==> src/rtl/mmu_pkg.sv <==
// Shared types and defaults for the N x N output-stationary systolic multiplier.
package mmu_pkg;

  typedef enum logic [1:0] {StIdle, StLoad, StFlush, StDone} state_e;

  localparam int unsigned DefN  = 2;
  localparam int unsigned DefDw = 8;
  localparam int unsigned DefAw = 16;

  // Cycles needed for the last beat to reach PE(N-1,N-1) and be accumulated.
  function automatic int unsigned flush_len(input int unsigned n);
    return 2 * n - 1;
  endfunction

endpackage

==> src/rtl/mmu_pe.sv <==
// One processing element: pass-through operand registers and a wrapping MAC.
module mmu_pe
  import mmu_pkg::*;
#(
  parameter int unsigned DW = DefDw,
  parameter int unsigned AW = DefAw
) (
  input  logic          clk,
  input  logic          rst,
  input  logic          shift,
  input  logic          clear,
  input  logic          signed_mode,
  input  logic [DW-1:0] a_in,
  input  logic [DW-1:0] b_in,
  output logic [DW-1:0] a_out,
  output logic [DW-1:0] b_out,
  output logic [AW-1:0] acc
);

  logic [DW-1:0] a_q, b_q;
  logic [AW-1:0] acc_q;

  logic signed [AW-1:0] a_s, b_s, prod_s;
  logic [AW-1:0]        a_u, b_u, prod_u, prod;

  // Operands are widened to AW before the multiply; AW >= 2*DW keeps the product exact.
  assign a_s    = AW'($signed(a_in));
  assign b_s    = AW'($signed(b_in));
  assign prod_s = a_s * b_s;
  assign a_u    = AW'(a_in);
  assign b_u    = AW'(b_in);
  assign prod_u = a_u * b_u;
  assign prod   = signed_mode ? prod_s : prod_u;

  always_ff @(posedge clk or negedge rst) begin
    if (!rst) begin
      a_q   <= '0;
      b_q   <= '0;
      acc_q <= '0;
    end else if (clear) begin
      a_q   <= '0;
      b_q   <= '0;
      acc_q <= '0;
    end else if (shift) begin
      a_q   <= a_in;
      b_q   <= b_in;
      acc_q <= acc_q + prod;
    end
  end

  assign a_out = a_q;
  assign b_out = b_q;
  assign acc   = acc_q;

endmodule

==> src/rtl/mmu_array.sv <==
// N x N output-stationary systolic array computing C = A x B over a streamed inner dimension.
module mmu_array
  import mmu_pkg::*;
#(
  parameter int unsigned N  = DefN,
  parameter int unsigned DW = DefDw,
  parameter int unsigned AW = DefAw
) (
  input  logic              clk,
  input  logic              rst,
  input  logic              in_valid,
  output logic              in_ready,
  input  logic              in_last,
  input  logic              signed_mode,
  input  logic [N*DW-1:0]   a_in,
  input  logic [N*DW-1:0]   b_in,
  output logic              out_valid,
  input  logic              out_ready,
  output logic [N*N*AW-1:0] c_out
);

  localparam int unsigned FlushLen = flush_len(N);
  localparam int unsigned CntW     = $clog2(FlushLen + 1);

  state_e          state_q;
  logic            mode_q;
  logic [CntW-1:0] cnt_q;
  logic            in_ready_q, out_valid_q;

  logic accept, shift, clear, mode_eff;

  assign accept = in_valid & in_ready_q;
  assign shift  = (state_q != StDone);
  assign clear  = (state_q == StDone) & out_ready;
  // The first beat is accumulated at PE(0,0) on the same edge that latches the mode.
  assign mode_eff = (state_q == StIdle) ? signed_mode : mode_q;

  always_ff @(posedge clk or negedge rst) begin
    if (!rst) begin
      state_q     <= StIdle;
      mode_q      <= 1'b0;
      cnt_q       <= '0;
      in_ready_q  <= 1'b0;
      out_valid_q <= 1'b0;
    end else begin
      unique case (state_q)
        StIdle: begin
          in_ready_q <= 1'b1;
          if (accept) begin
            mode_q <= signed_mode;
            cnt_q  <= '0;
            if (in_last) begin
              state_q    <= StFlush;
              in_ready_q <= 1'b0;
            end else begin
              state_q <= StLoad;
            end
          end
        end
        StLoad: begin
          if (accept && in_last) begin
            state_q    <= StFlush;
            cnt_q      <= '0;
            in_ready_q <= 1'b0;
          end
        end
        StFlush: begin
          if (cnt_q == CntW'(FlushLen - 1)) begin
            state_q     <= StDone;
            out_valid_q <= 1'b1;
          end else begin
            cnt_q <= cnt_q + 1'b1;
          end
        end
        StDone: begin
          if (out_ready) begin
            state_q     <= StIdle;
            out_valid_q <= 1'b0;
            in_ready_q  <= 1'b1;
          end
        end
        default: state_q <= StIdle;
      endcase
    end
  end

  assign in_ready  = in_ready_q;
  assign out_valid = out_valid_q;

  logic [DW-1:0] a_sk   [N];
  logic [DW-1:0] b_sk   [N];
  logic [DW-1:0] a_pass [N][N];
  logic [DW-1:0] b_pass [N][N];

  // Lane i of A and lane i of B both need i cycles of delay.
  for (genvar i = 0; i < N; i++) begin : g_skew
    logic [DW-1:0] a_lane, b_lane;
    assign a_lane = accept ? a_in[i*DW +: DW] : '0;
    assign b_lane = accept ? b_in[i*DW +: DW] : '0;

    if (i == 0) begin : g_direct
      assign a_sk[i] = a_lane;
      assign b_sk[i] = b_lane;
    end else begin : g_chain
      logic [DW-1:0] sa_q [i];
      logic [DW-1:0] sb_q [i];

      always_ff @(posedge clk or negedge rst) begin
        if (!rst) begin
          for (int s = 0; s < i; s++) begin
            sa_q[s] <= '0;
            sb_q[s] <= '0;
          end
        end else if (clear) begin
          for (int s = 0; s < i; s++) begin
            sa_q[s] <= '0;
            sb_q[s] <= '0;
          end
        end else if (shift) begin
          sa_q[0] <= a_lane;
          sb_q[0] <= b_lane;
          for (int s = 1; s < i; s++) begin
            sa_q[s] <= sa_q[s-1];
            sb_q[s] <= sb_q[s-1];
          end
        end
      end

      assign a_sk[i] = sa_q[i-1];
      assign b_sk[i] = sb_q[i-1];
    end
  end

  for (genvar i = 0; i < N; i++) begin : g_row
    for (genvar j = 0; j < N; j++) begin : g_col
      logic [DW-1:0] a_src, b_src;

      if (j == 0) begin : g_a_edge
        assign a_src = a_sk[i];
      end else begin : g_a_inner
        assign a_src = a_pass[i][j-1];
      end

      if (i == 0) begin : g_b_edge
        assign b_src = b_sk[j];
      end else begin : g_b_inner
        assign b_src = b_pass[i-1][j];
      end

      mmu_pe #(
        .DW(DW),
        .AW(AW)
      ) u_pe (
        .clk        (clk),
        .rst        (rst),
        .shift      (shift),
        .clear      (clear),
        .signed_mode(mode_eff),
        .a_in       (a_src),
        .b_in       (b_src),
        .a_out      (a_pass[i][j]),
        .b_out      (b_pass[i][j]),
        .acc        (c_out[(i*N+j)*AW +: AW])
      );
    end
  end

endmodule

==> config.mk <==
export PLATFORM = sky130hd
export DESIGN_NAME = mmu_array
export DESIGN_NICKNAME = d
export VERILOG_FILES = /design/src/rtl/mmu_pkg.sv /design/src/rtl/mmu_pe.sv /design/src/rtl/mmu_array.sv
export SDC_FILE = /design/constraint.sdc
export NUM_CORES = 1
export LEC_CHECK = 0
export ABC_AREA = 1
export BUFFER_PORTS_ARGS = -buffer_cell sky130_fd_sc_hd__buf_2
export CAP_MARGIN = 25
export CORE_MARGIN = 5
export CORE_UTILIZATION = 50
export CTS_BUF_LIST = sky130_fd_sc_hd__clkbuf_8
export CTS_CLUSTER_SIZE = 24
export DETAILED_ROUTE_END_ITERATION = 8
export PLACE_DENSITY_LB_ADDON = 0.15
export SLEW_MARGIN = 20
export SYNTH_ARGS = -nofsm -noshare
export SYNTH_HDL_FRONTEND = slang
export SYNTH_SLANG_ARGS = --single-unit
==> constraint.sdc <==
create_clock -name clk -period 5.4 [get_ports clk]
set_input_delay 0.54 -clock clk [delete_from_list [all_inputs] [get_ports clk]]
set_output_delay 0.54 -clock clk [all_outputs]
set_load 0.02 [all_outputs]
Word level (Yosys, flattened, before mapping) --
Cells that the tools add are included.
Storage, ports and cells: input bits 38, output and inout bits 66, bits in registers 119, logic and storage cells 98
Cells by class: bitwise logic cells 2, add/sub/neg operators 5, equality and inequality tests 10, $mul 8, reduce and logical (&&, ||, !) cells 11, muxes and demuxes 47
Operator list (count):
- 2-to-1 mux 16 bit | 12
- multiplier 8 x 8 -> 16 bit | 8
- 2-to-1 mux 8 bit | 16
- adder 16 bit | 4
- 2-to-1 mux 2 bit | 8
- != test 2 bit, second input constant | 6
- one-hot mux 2 bit (4 select lines) | 1
- AND reduction 4 bit | 2
- 2-to-1 mux 1 bit | 7
- equality test 2 bit, second input constant | 3
- one-hot mux 2 bit (3 select lines) | 1
- AND reduction 3 bit | 2
- nonzero test 3 bit | 2
- nonzero test 2 bit | 2
- one-hot mux 1 bit (3 select lines) | 1
- adder 2 x 1 -> 2 bit, second input constant | 1
- bitwise AND 1 bit | 2
- equality test 2 x 1 -> 1 bit, second input constant | 1
- zero test 2 bit | 1
- one-hot mux 1 bit (2 select lines) | 1
- AND reduction 2 bit | 1
- logical AND 1 bit | 1

Longest topological paths before layout --
Gate-level depths: netlist of the first run.
depth in word-level cells 7, mapped depth 34, mapped depth without buffers 33

Cells and area by module --
A second synthesis of the first run with hierarchy kept.
Second synthesis, totals: cells, all modules 3587, area total of the unflattened synthesis 26794.4 um^2
Modules (own cells, without submodules):
- mmu_pe (g_row[1].g_col[0].u_pe) | cells each 855, instances 1, area each 6411.1 um^2, seq. area each 800.8 um^2
- mmu_pe (g_row[1].g_col[1].u_pe) | cells each 871, instances 1, area each 6402.4 um^2, seq. area each 800.8 um^2
- mmu_pe (g_row[0].g_col[1].u_pe) | cells each 855, instances 1, area each 6386.1 um^2, seq. area each 800.8 um^2
- mmu_pe (g_row[0].g_col[0].u_pe) | cells each 833, instances 1, area each 6294.8 um^2, seq. area each 800.8 um^2
- mmu_array | cells each 173, instances 1, area each 1300.0 um^2, seq. area each 575.6 um^2

Worst setup path after synthesis of the first run --
No wires, ideal clock.
kind input to register, start point in in_valid, end point reg g_row[0].g_col[0].u_pe.acc_q[14], stages on the path 30, setup time 0.117 ns, path slack -0.526 ns, arrival 5.809 ns, data required time 5.283 ns, buffers on the path 1, cell sequence nand2_1 -> clkinv_1 -> buf_2 -> nand2_1 -> nor2_1 -> fa_1 -> inv_1 -> fa_1 -> inv_1 -> fa_1 -> inv_1 -> fa_1 -> inv_1 -> ha_1 -> a21oi_1 -> o21ai_0 -> a21o_1 -> or2_2 -> nand3_1 -> nand2_1 -> ha_1 -> nand2_1 -> a21oi_1 -> a211oi_1 -> inv_1 -> a21oi_1 -> o21ai_0 -> or2_1 -> nand3_1 -> nand2_1
Between the ends: longest elaborated chain between the ends 7, elaborated cells on any way between the ends 9, those cells by class 1 x add/sub; 2 x mul; 5 x mux; 1 x bitwise
Ends and longest elaborated chain:
- start: declaration | RTL line mmu_array.sv:11 | input logic in_valid,
- bitwise AND 1 bit * | RTL line mmu_array.sv:32 | assign accept = in_valid & in_ready_q;
- 2-to-1 mux 8 bit, on equally long branches | RTL line mmu_array.sv:98, mmu_array.sv:99
- multiplier 8 x 8 -> 16 bit, on equally long branches | RTL line mmu_pe.sv:32, mmu_pe.sv:29
- 2-to-1 mux 16 bit * | RTL line mmu_pe.sv:33 | assign prod = signed_mode ? prod_s : prod_u;
- adder 16 bit * | RTL line mmu_pe.sv:47 | acc_q <= acc_q + prod;
- 2-to-1 mux 16 bit * | RTL line mmu_pe.sv:44 | end else if (shift) begin
- 2-to-1 mux 16 bit * | RTL line mmu_pe.sv:40 | end else if (clear) begin
- end signal: assignment | RTL line mmu_pe.sv:47
- end: declaration | RTL line mmu_pe.sv:21 | logic [AW-1:0] acc_q;
Mark *: on every way between the ends. The rest lies on a longest branch, timed or not. The select of a mux whose other input is x is not followed. A chain may end at the register's enable or synchronous reset.

Worst setup path in the final report of the first run --
start point reg in_ready_q (netlist: in_ready), end point reg g_row[0].g_col[0].u_pe.acc_q[14]
Between the ends: longest elaborated chain between the ends 7, elaborated cells on any way between the ends 9, those cells by class 1 x add/sub; 2 x mul; 5 x mux; 1 x bitwise
Ends and longest elaborated chain:
- start: declaration | RTL line mmu_array.sv:28 | logic in_ready_q, out_valid_q;
- start signal: assignment | RTL line mmu_array.sv:43 | in_ready_q <= 1'b0;
- start signal: assignment | RTL line mmu_array.sv:48 | in_ready_q <= 1'b1;
- start signal: assignment | RTL line mmu_array.sv:54 | in_ready_q <= 1'b0;
- bitwise AND 1 bit * | RTL line mmu_array.sv:32
- 2-to-1 mux 8 bit, on equally long branches | RTL line mmu_array.sv:98, mmu_array.sv:99
- multiplier 8 x 8 -> 16 bit, on equally long branches | RTL line mmu_pe.sv:32, mmu_pe.sv:29
- 2-to-1 mux 16 bit * | RTL line mmu_pe.sv:33
- adder 16 bit * | RTL line mmu_pe.sv:47
- 2-to-1 mux 16 bit * | RTL line mmu_pe.sv:44
- 2-to-1 mux 16 bit * | RTL line mmu_pe.sv:40
Marked as above.

==> results of run 1 <==
[what timing repair did]
action | CTS | global route
endpoints found under the setup margin | 19 | 31
setup buffers | 35 | 63
pin swaps | 58 | 207
cloned | 1 | 0
gates resized for setup | 149 | 398
[logic make-up after synthesis]
logic type	after synthesis
XOR/XNOR	59
flip-flops	119
AND/OR/NAND/NOR	1117
AO/OA/AOI/OAI	452
adder cells (fa/ha/maj)	641
multiplexers	1
buffers and inverters	961
[layout by cell type (no fill, tap or decap), drive strengths merged, types with 119 or more instances in the layout]
cell type	instances
a21oi	165
buf	572
dfrtp	119
fa	344
ha	297
inv	882
nand2	724
nand3	151
nor2	181
o21ai	190
[per-layer routing]
| layer | track usage | share of wire | vias up |
|---|---|---|---|
| met5 | 0 | 0.00017 | - |
| met4 | 0.08603 | 0.028 | 2 |
| met3 | 0.03829 | 0.053 | 110 |
| met2 | 0.4599 | 0.50 | 565 |
| met1 | 0.3448 | 0.42 | 11310 |
| li1 | - | - | 11220 |
[worst paths after layout]
path,from,end,slack (ns),depth (start not counted)
max,in_ready,g_row[0].g_col[0].u_pe.acc[14],-0.19,28
min,rst,g_row[0].g_col[0].u_pe.acc[11],0.06,1
max reg2reg,in_ready,g_row[0].g_col[0].u_pe.acc[14],-0.19,28
min reg2reg,g_row[1].g_col[0].u_pe.acc[8],g_row[1].g_col[0].u_pe.acc[8],0.52,2
max in group asynchronous,rst,g_row[1].g_col[0].u_pe.a_out[1],4.21,2
min in group clk,a_in[9],g_row[1].g_col[0].a_src[1],0.22,3
[power by group]
group / switching [mW] / total (mW) / internal (mW) / leakage [nW]
combinational: 7.69 / 13.7 / 6.05 / 16.5
sequential: 0.487 / 1.79 / 1.30 / 1.48
clock: 0.518 / 0.945 / 0.427 / 0.204
total: 8.69 / 16.5 / 7.78 / 18.2
[cell type report]
cell class	instances	share of cell area
tap	664	0.02582
clock buffer	17	0.007271
clock inverter	15	0.005560
multi-input combinational	2270	0.6329
timing repair inverter	1	0.0003499
sequential	119	0.09379
inverter	874	0.1026
timing repair buffer	572	0.1318
[per-stage QoR]
step	hold slack (ns)	util	power, mW	cells	setup TNS [ns]
finish	0.05951	0.6547	16.47	4532	-0.8665
global route	0.1250	0.6547	18.04	4532	-4.561
CTS	0.05249	0.6127	14.35	4469	-0.5037
detailed placement	0.4987	0.5864	12.60	4401	-4.701
global placement	0.4973	0.5864	12.32	4401	-3.292
floorplan	0.2444	-	8.686	3350	0
[state kept, by name, summed over array words and instances (netlist names)]
register,count
g_row.g_col.u_pe.acc,64
g_row.g_col.u_pe.a_out,16
g_row.g_col.u_pe.b_out,16
g_row.g_col.b_src,8
g_row.g_col.a_src,8
cnt_q,2
state_q,2
in_ready,1
mode_q,1
out_valid,1
==> flow_metrics.tcl, run 1 <==
set metrics [dict create \
    status "complete, but fails checks" \
    failed_checks "setup timing" \
    synth_cells 3350 \
    synth-xor-area-share 0.02073 \
    path_buf_inv 7 \
    ff_latch_area_sq_um 3018 \
    hold_viol_final 0 \
    fin_skew_ns 0.02101 \
    ys_types 52 \
    drv_slew 0 \
    area_growth_syn_to_layout_pct 29.11 \
    arrival_ns 6.08 \
    clock_latency_ns 0.57 \
    n_fill_cell 4159 \
    dieHeight_um 233.3 \
    fmax_ghz 0.1790 \
    irDropWorstVdd_mv 0.5498 \
    yosysWarnings 0 \
    die_w_um 233.3 \
    routed_wl_mm 72.10 \
    dp_hpwl_mm 57.34 \
    io_buffers 103 \
    path_delay_family "adder cells" \
    avgRoutedWirePerCell_um 15.91 \
    pre_cts_slack_ns -0.5872 \
    diodes 0 \
    drive_gt1_frac 0.2836 \
    grt_overflow_total 0 \
    max_slew_margin 0.3835 \
    grt_usage 0.2660 \
    criticalPathCategory "reg -> reg" \
    cts-hold-fix-buffers 0 \
    synth_nets 4029 \
    rsz0062_at_grt "true" \
    synth_compound_area_frac 0.1025 \
    syn-cell-area_sq_um 24920 \
    synthTopCellsByCount "inv_1 (849), nand2_1 (715), fa_1 (344)" \
    power_density_nw_per_um2 512.0 \
    synthArstFlopShare 1.000 \
    power_leakage_nw 18.21 \
    required_ns 5.89 \
    yosysMostFrequentCell "inv_1" \
    antenna_found_initial 1 \
    cts_made_buffers 17 \
    place_area_sq_um 28820 \
    min_path_type "in -> async" \
    worst_slack_ns -0.1856 \
    period_needed_ns 5.586 \
    setup_viol 8 \
    tightest_slew_ns 0.9247 \
    dr.pass1.iters 5 \
    yosysTopAreaCell "fa_1" \
    nNetsFinal 4534 \
    via_count 23210 \
    vias_per_cell 5.121 \
    die_area_sq_um 54410 \
    crit_slowest_cell "fa_1" \
    rows 81 \
    drc 0 \
    design_area_sq_um 32180 \
    grt_pass1_wl_mm 116.8 \
    synthMuxAreaShare 0.0004016 \
    grt_max_degree 85 \
    initial_core_util 0.5070 \
    grt_pass1_vias 24130 \
    synth_top_family_by_area "adder cells" \
    routabilityCongestion 0.9086 \
    synth_seq_cells 119 \
    syn_avg_cell_area_sq_um 7.440 \
    synth_top_area_share 0.2763 \
    cts_root_buf "clkbuf_8" \
    multiInputGateArea_sq_um 20360 \
    synth-simple-area-share 0.1860 \
    crit_top_cell "fa_1" \
    clk_path_buf_depth 2 \
    end_kind "flip-flop" \
    drv_cap 0 \
    synth_enable_flop_cells 0 \
    synthTopCellsByArea "fa_1 (28%), ha_1 (15%), inv_1 (13%), dfrtp_1 (12%), nand2_1 (11%)" \
    cts_tree "yes" \
    postRouteAntennaNets 0 \
    ys_seq_area_frac 0.1195 \
    core_sq_um 49150 \
    max_stage_delay_ns 0.53 \
    num_io_pins 104 \
    drtIter0Drc 1358 \
    worstPathMaxFanout 8 \
    synth_adder_area_share 0.4254 \
    worst_setup_path_start_kind "flip-flop" \
    cts_max_level 4 \
    synth-main-ff-cell "dfrtp_1" \
    fin_crit_sh 1.034 \
    cts.clk_slew.worst_paths_ns 0.09 \
    cts_num_sinks 119 \
]
Power figures use the tool's default switching activity.
==> run 2, diff against run 1 <==
--- a/config.mk
+++ b/config.mk
@@ -18,3 +18,4 @@
 export SYNTH_ARGS = -nofsm -noshare
 export SYNTH_HDL_FRONTEND = slang
 export SYNTH_SLANG_ARGS = --single-unit
+export TNS_END_PERCENT = 5
==> flow_metrics.tcl, run 2 (same netlist as run 1, synthesis figures left out) <==
set metrics [dict create \
    status "complete, but fails checks" \
    failed_checks "setup timing" \
    die_w_um 233.3 \
    max_slew_margin 0.4083 \
    grt_pass1_wl_mm 115.8 \
    irDropWorstVdd_mv 0.4984 \
    routed_wl_mm 69.03 \
    path_delay_family "adder cells" \
    drive_gt1_frac 0.2126 \
    clk_path_buf_depth 2 \
    clock_latency_ns 0.57 \
    avgRoutedWirePerCell_um 15.44 \
    r2r_end "g_row[0].g_col[0].u_pe.acc[14]" \
    design_area_sq_um 30490 \
    arrival_ns 6.08 \
    n_fill_cell 4411 \
    final_common_cell "inv_1" \
    power_density_nw_per_um2 485.2 \
    hold_viol_final 0 \
    instances_no_fill 4470 \
    r2r_cells 27 \
    io_buffers 103 \
    worstPathMaxFanout 8 \
    initial_core_util 0.5070 \
    drc 0 \
    setup_viol 10 \
    via_count 22720 \
    fmax_ghz 0.1789 \
    cts_tree "yes" \
    cts_made_buffers 17 \
    cts_root_buf "clkbuf_8" \
    crit_slowest_cell "fa_1" \
    required_ns 5.89 \
    rows 81 \
    grt_max_degree 85 \
    worst_slack_ns -0.1894 \
    postRouteAntennaNets 0 \
    dr.pass1.iters 5 \
    period_needed_ns 5.589 \
    multiInputGateArea_sq_um 19280 \
    whs_ns 0.06176 \
    routabilityCongestion 0.9086 \
    vias_per_cell 5.083 \
    grt_pass1_vias 23930 \
    dieHeight_um 233.3 \
    drv_slew 0 \
    reg2reg_from "in_ready" \
    fin_skew_ns 0.02574 \
    diodes 0 \
    die_area_sq_um 54410 \
    layout_common_cells "inv_1 (838), nand2_1 (689), buf_4 (396), fa_1 (335), ha_1 (266)" \
    cts_num_sinks 119 \
    criticalPathCategory "reg -> reg" \
    nNetsFinal 4472 \
    cts_max_level 4 \
    area_growth_syn_to_layout_pct 22.36 \
    path_buf_inv 7 \
    tightest_slew_ns 0.8876 \
    min_path_type "in -> async" \
    place_area_sq_um 28820 \
    worst_setup_path_start_kind "flip-flop" \
    core_sq_um 49150 \
    grt_overflow_total 0 \
    max_stage_delay_ns 0.51 \
    fin_crit_sh 1.035 \
    pre_cts_slack_ns -0.5872 \
    end_kind "flip-flop" \
    drv_cap 0 \
    cts.clk_slew.worst_paths_ns 0.09 \
    r2r_setup_slack_ns -0.19 \
    rsz0062_at_grt "true" \
    antenna_found_initial 1 \
    cts-hold-fix-buffers 0 \
    dp_hpwl_mm 57.34 \
    largest_reg_flops 64 \
    ff_latch_area_sq_um 3008 \
    grt_usage 0.2639 \
    dpl.cell_count 4401 \
    power_leakage_nw 17.81 \
    drtIter0Drc 1227 \
    num_io_pins 104 \
]
-- run 2: cell types whose count changed in the layout (fill, tap and decap cells not counted), sizes merged --
cell,previous run,this run
buf,572,510
-- run 2: how the worst max path moves through the flow --
stage / endpoint / cells after the start / start
after floorplan: g_row[0].g_col[0].u_pe.acc[14] / 30 / in_valid
after global placement: g_row[0].g_col[0].u_pe.acc[15] / 31 / in_valid
after detailed placement: g_row[0].g_col[0].u_pe.acc[12] / 30 / in_valid
after CTS: g_row[0].g_col[1].u_pe.acc[15] / 28 / g_row[0].g_col[0].u_pe.a_out[4]
after global routing: g_row[0].g_col[0].u_pe.acc[14] / 29 / in_ready
final: g_row[0].g_col[0].u_pe.acc[14] / 27 / in_ready
-- run 2: final cells by class --
| type | count | area share |
|---|---|---|
| Multi-Input combinational cell | 2270 | 0.6323 |
| Timing Repair inverter | 1 | 0.0003693 |
| Sequential cell | 119 | 0.09864 |
| Clock inverter | 15 | 0.005867 |
| Timing Repair Buffer | 510 | 0.1198 |
| Inverter | 874 | 0.1081 |
| Tap cell | 664 | 0.02724 |
| Clock buffer | 17 | 0.007673 |
-- run 2: worst register-to-register path, delay by kind of cell (launching register included) --
family | cells | cell delay [ns]
AO/OA/AOI/OAI | 8 | 1.09
XOR/XNOR | 1 | 0.14
adder cells (fa/ha/maj) | 6 | 2.63
buffers and inverters | 7 | 0.75
flip-flops | 1 | 0.43
AND/OR/NAND/NOR | 5 | 0.50
-- run 2: report_power, final --
group          total [mW]  internal (mW)  switching [mW]
Sequential           1.78           1.30           0.477
Combinational        12.1           5.18            6.90
Clock               0.944          0.427           0.517
Total                14.8           6.90            7.89
-- run 2: timing repair --
item | CTS | global route
resized for setup | 119 | 111
endpoints found under the setup margin | 19 | 30
cloned | 1 | 0
buffers inserted | 24 | 11
pin swaps | 46 | 48
-- run 2: stage by stage --
stage                       util  power [mW]  TNS, ns
after global routing      0.6204       16.39   -6.599
after floorplan                -       8.686        0
after detailed placement  0.5864       12.60   -4.701
after global placement    0.5864       12.32   -3.292
final                     0.6204       14.80  -0.9785
after CTS                 0.6093       14.16  -0.7546
-- run 2: per-layer routing --
layer / routed length [um] / vias up / track usage
li1: - / 11100 / -
met1: 29760 / 10990 / 0.3437
met2: 33840 / 536 / 0.4563
met3: 3515 / 98 / 0.03805
met4: 1901 / 2 / 0.08141
met5: 12 / - / 0
==> run 3, diff against run 2 <==
--- a/config.mk
+++ b/config.mk
@@ -13,6 +13,7 @@
 export CTS_BUF_LIST = sky130_fd_sc_hd__clkbuf_8
 export CTS_CLUSTER_SIZE = 24
 export DETAILED_ROUTE_END_ITERATION = 8
+export HOLD_SLACK_MARGIN = 0.08
 export PLACE_DENSITY_LB_ADDON = 0.15
 export SLEW_MARGIN = 20
 export SYNTH_ARGS = -nofsm -noshare
==> flow_metrics.tcl, run 3 (same netlist as run 1, synthesis figures left out) <==
set metrics [dict create \
    worst_slack_ns -0.1938 \
    io_buffers 103 \
    cts.clk_slew.worst_paths_ns 0.10 \
    tightest_slew_ns 0.8905 \
    routabilityCongestion 0.9086 \
    drive_gt1_frac 0.2125 \
    min_path_type "in -> reg" \
    power_leakage_nw 17.82 \
    initial_core_util 0.5070 \
    grt_max_degree 85 \
    grt_overflow_total 0 \
    die_area_sq_um 54410 \
    grt_usage 0.2640 \
    antenna_found_initial 1 \
    cts_root_buf "clkbuf_8" \
    grt_pass1_wl_mm 115.8 \
    clock_latency_ns 0.57 \
    setup_viol 10 \
    num_io_pins 104 \
    vias_per_cell 5.089 \
    worst_setup_path_start_kind "flip-flop" \
    core_sq_um 49150 \
    clk_path_buf_depth 2 \
    n_fill_cell 4413 \
    max_slew_margin 0.4063 \
    path_delay_family "adder cells" \
    layout_common_cells "inv_1 (838), nand2_1 (689), buf_4 (396), fa_1 (335), ha_1 (266)" \
    irDropWorstVdd_mv 0.4995 \
    nNetsFinal 4473 \
    diodes 0 \
    drv_slew 0 \
    p_total_mw 14.81 \
    crit_top_cell "fa_1" \
    rows 81 \
    critPathLaunch "in_ready" \
    fin_skew_ns 0.02175 \
    final_common_cell "inv_1" \
    cts_tree "yes" \
    worstPathMaxFanout 8 \
    end_kind "flip-flop" \
    dr.pass1.iters 5 \
    hold_viol_final 0 \
    arrival_ns 6.05 \
    largest_reg_flops 64 \
    fin_crit_sh 1.036 \
    power_density_nw_per_um2 485.4 \
    status "complete, but fails checks" \
    fmax_ghz 0.1788 \
    holdCritStartpoint "a_in[12]" \
    postRouteAntennaNets 0 \
    cts_num_sinks 119 \
    rsz0062_at_grt "true" \
    routed_wl_mm 69.08 \
    crit_slowest_cell "fa_1" \
    criticalPathCategory "reg -> reg" \
    path_buf_inv 6 \
    via_count 22750 \
    drc 0 \
    drv_cap 0 \
    required_ns 5.85 \
    reg2reg_from "in_ready" \
    max_stage_delay_ns 0.50 \
    grt_pass1_vias 23940 \
    area_growth_syn_to_layout_pct 22.40 \
    failed_checks "setup timing" \
    period_needed_ns 5.594 \
    whs_ns 0.2148 \
    cts_max_level 4 \
    die_w_um 233.3 \
    drtIter0Drc 1132 \
    dp_hpwl_mm 57.34 \
    avgRoutedWirePerCell_um 15.45 \
    cts_made_buffers 17 \
    dieHeight_um 233.3 \
]
## run 3: cell types whose count changed in the layout (fill, tap and decap cells not counted)
| cell | change |
|---|---|
| dlygate4sd3_1 | +1 |
## run 3: what timing repair did
action,in CTS,in global routing
setup endpoints to repair,19,30
cloned,1,0
pin swaps,46,48
hold buffers,1,0
gates resized for setup,119,111
setup buffers,24,11
hold endpoints to repair,48,0
## run 3: stage by stage
step	cells	cell area (sq um)	util	TNS, ns	worst slack [ns]
floorplan	3350	25010	-	0	0.0008566
global placement	4401	28820	0.5864	-3.292	-0.5230
detailed placement	4401	28820	0.5864	-4.701	-0.5872
CTS	4459	29960	0.6095	-0.7546	-0.1369
global route	4471	30500	0.6206	-6.599	-0.4768
finish	4471	30500	0.6206	-0.9759	-0.1938
## run 3: final timing paths
kind | slack [ns] | cells past startpoint | endpoint
worst min-delay path | 0.21 | 3 | g_row[1].g_col[0].a_src[4]
worst max-delay path | -0.19 | 29 | g_row[0].g_col[0].u_pe.acc[15]
max in group asynchronous | 3.64 | 3 | g_row[1].g_col[0].u_pe.a_out[1]
worst min register to register | 0.52 | 2 | g_row[1].g_col[1].u_pe.acc[2]
worst max register to register | -0.19 | 29 | g_row[0].g_col[0].u_pe.acc[15]
min in group asynchronous | 0.63 | 2 | g_row[0].g_col[0].u_pe.acc[11]
## run 3: layout make-up
| class | instances | area [sq um] | share of cell area |
|---|---|---|---|
| clock buffer | 17 | 234.0 | 0.007670 |
| multi-input combinational | 2270 | 19280 | 0.6321 |
| timing repair inverter | 1 | 11.26 | 0.0003692 |
| tap | 664 | 830.8 | 0.02724 |
| timing repair buffer | 511 | 3664 | 0.1201 |
| clock inverter | 15 | 178.9 | 0.005865 |
| inverter | 874 | 3296 | 0.1080 |
| sequential | 119 | 3008 | 0.09861 |
## run 3: worst reg2reg max path, delay by kind of cell (launching register included)
family	cells	cell delay, ns
flip-flops	1	0.43
adder cells (fa/ha/maj)	6	2.42
AND/OR/NAND/NOR	8	0.74
XOR/XNOR	1	0.12
AO/OA/AOI/OAI	8	1.15
buffers and inverters	6	0.62
## run 3: report_power, final
part	total, mW	leakage [nW]	switching, mW	internal, mW
sequential	1.78	1.49	0.477	1.30
combinational	12.1	16.1	6.90	5.18
clock	0.946	0.204	0.519	0.427
## run 3: routing by layer
layer | up-vias | global-route usage | wire, um
li1 | 11100 | - | -
met1 | 11020 | 0.3437 | 29740
met2 | 527 | 0.4565 | 33830
met4 | 2 | 0.08141 | 1948
met3 | 105 | 0.03805 | 3552
met5 | - | 0 | 7
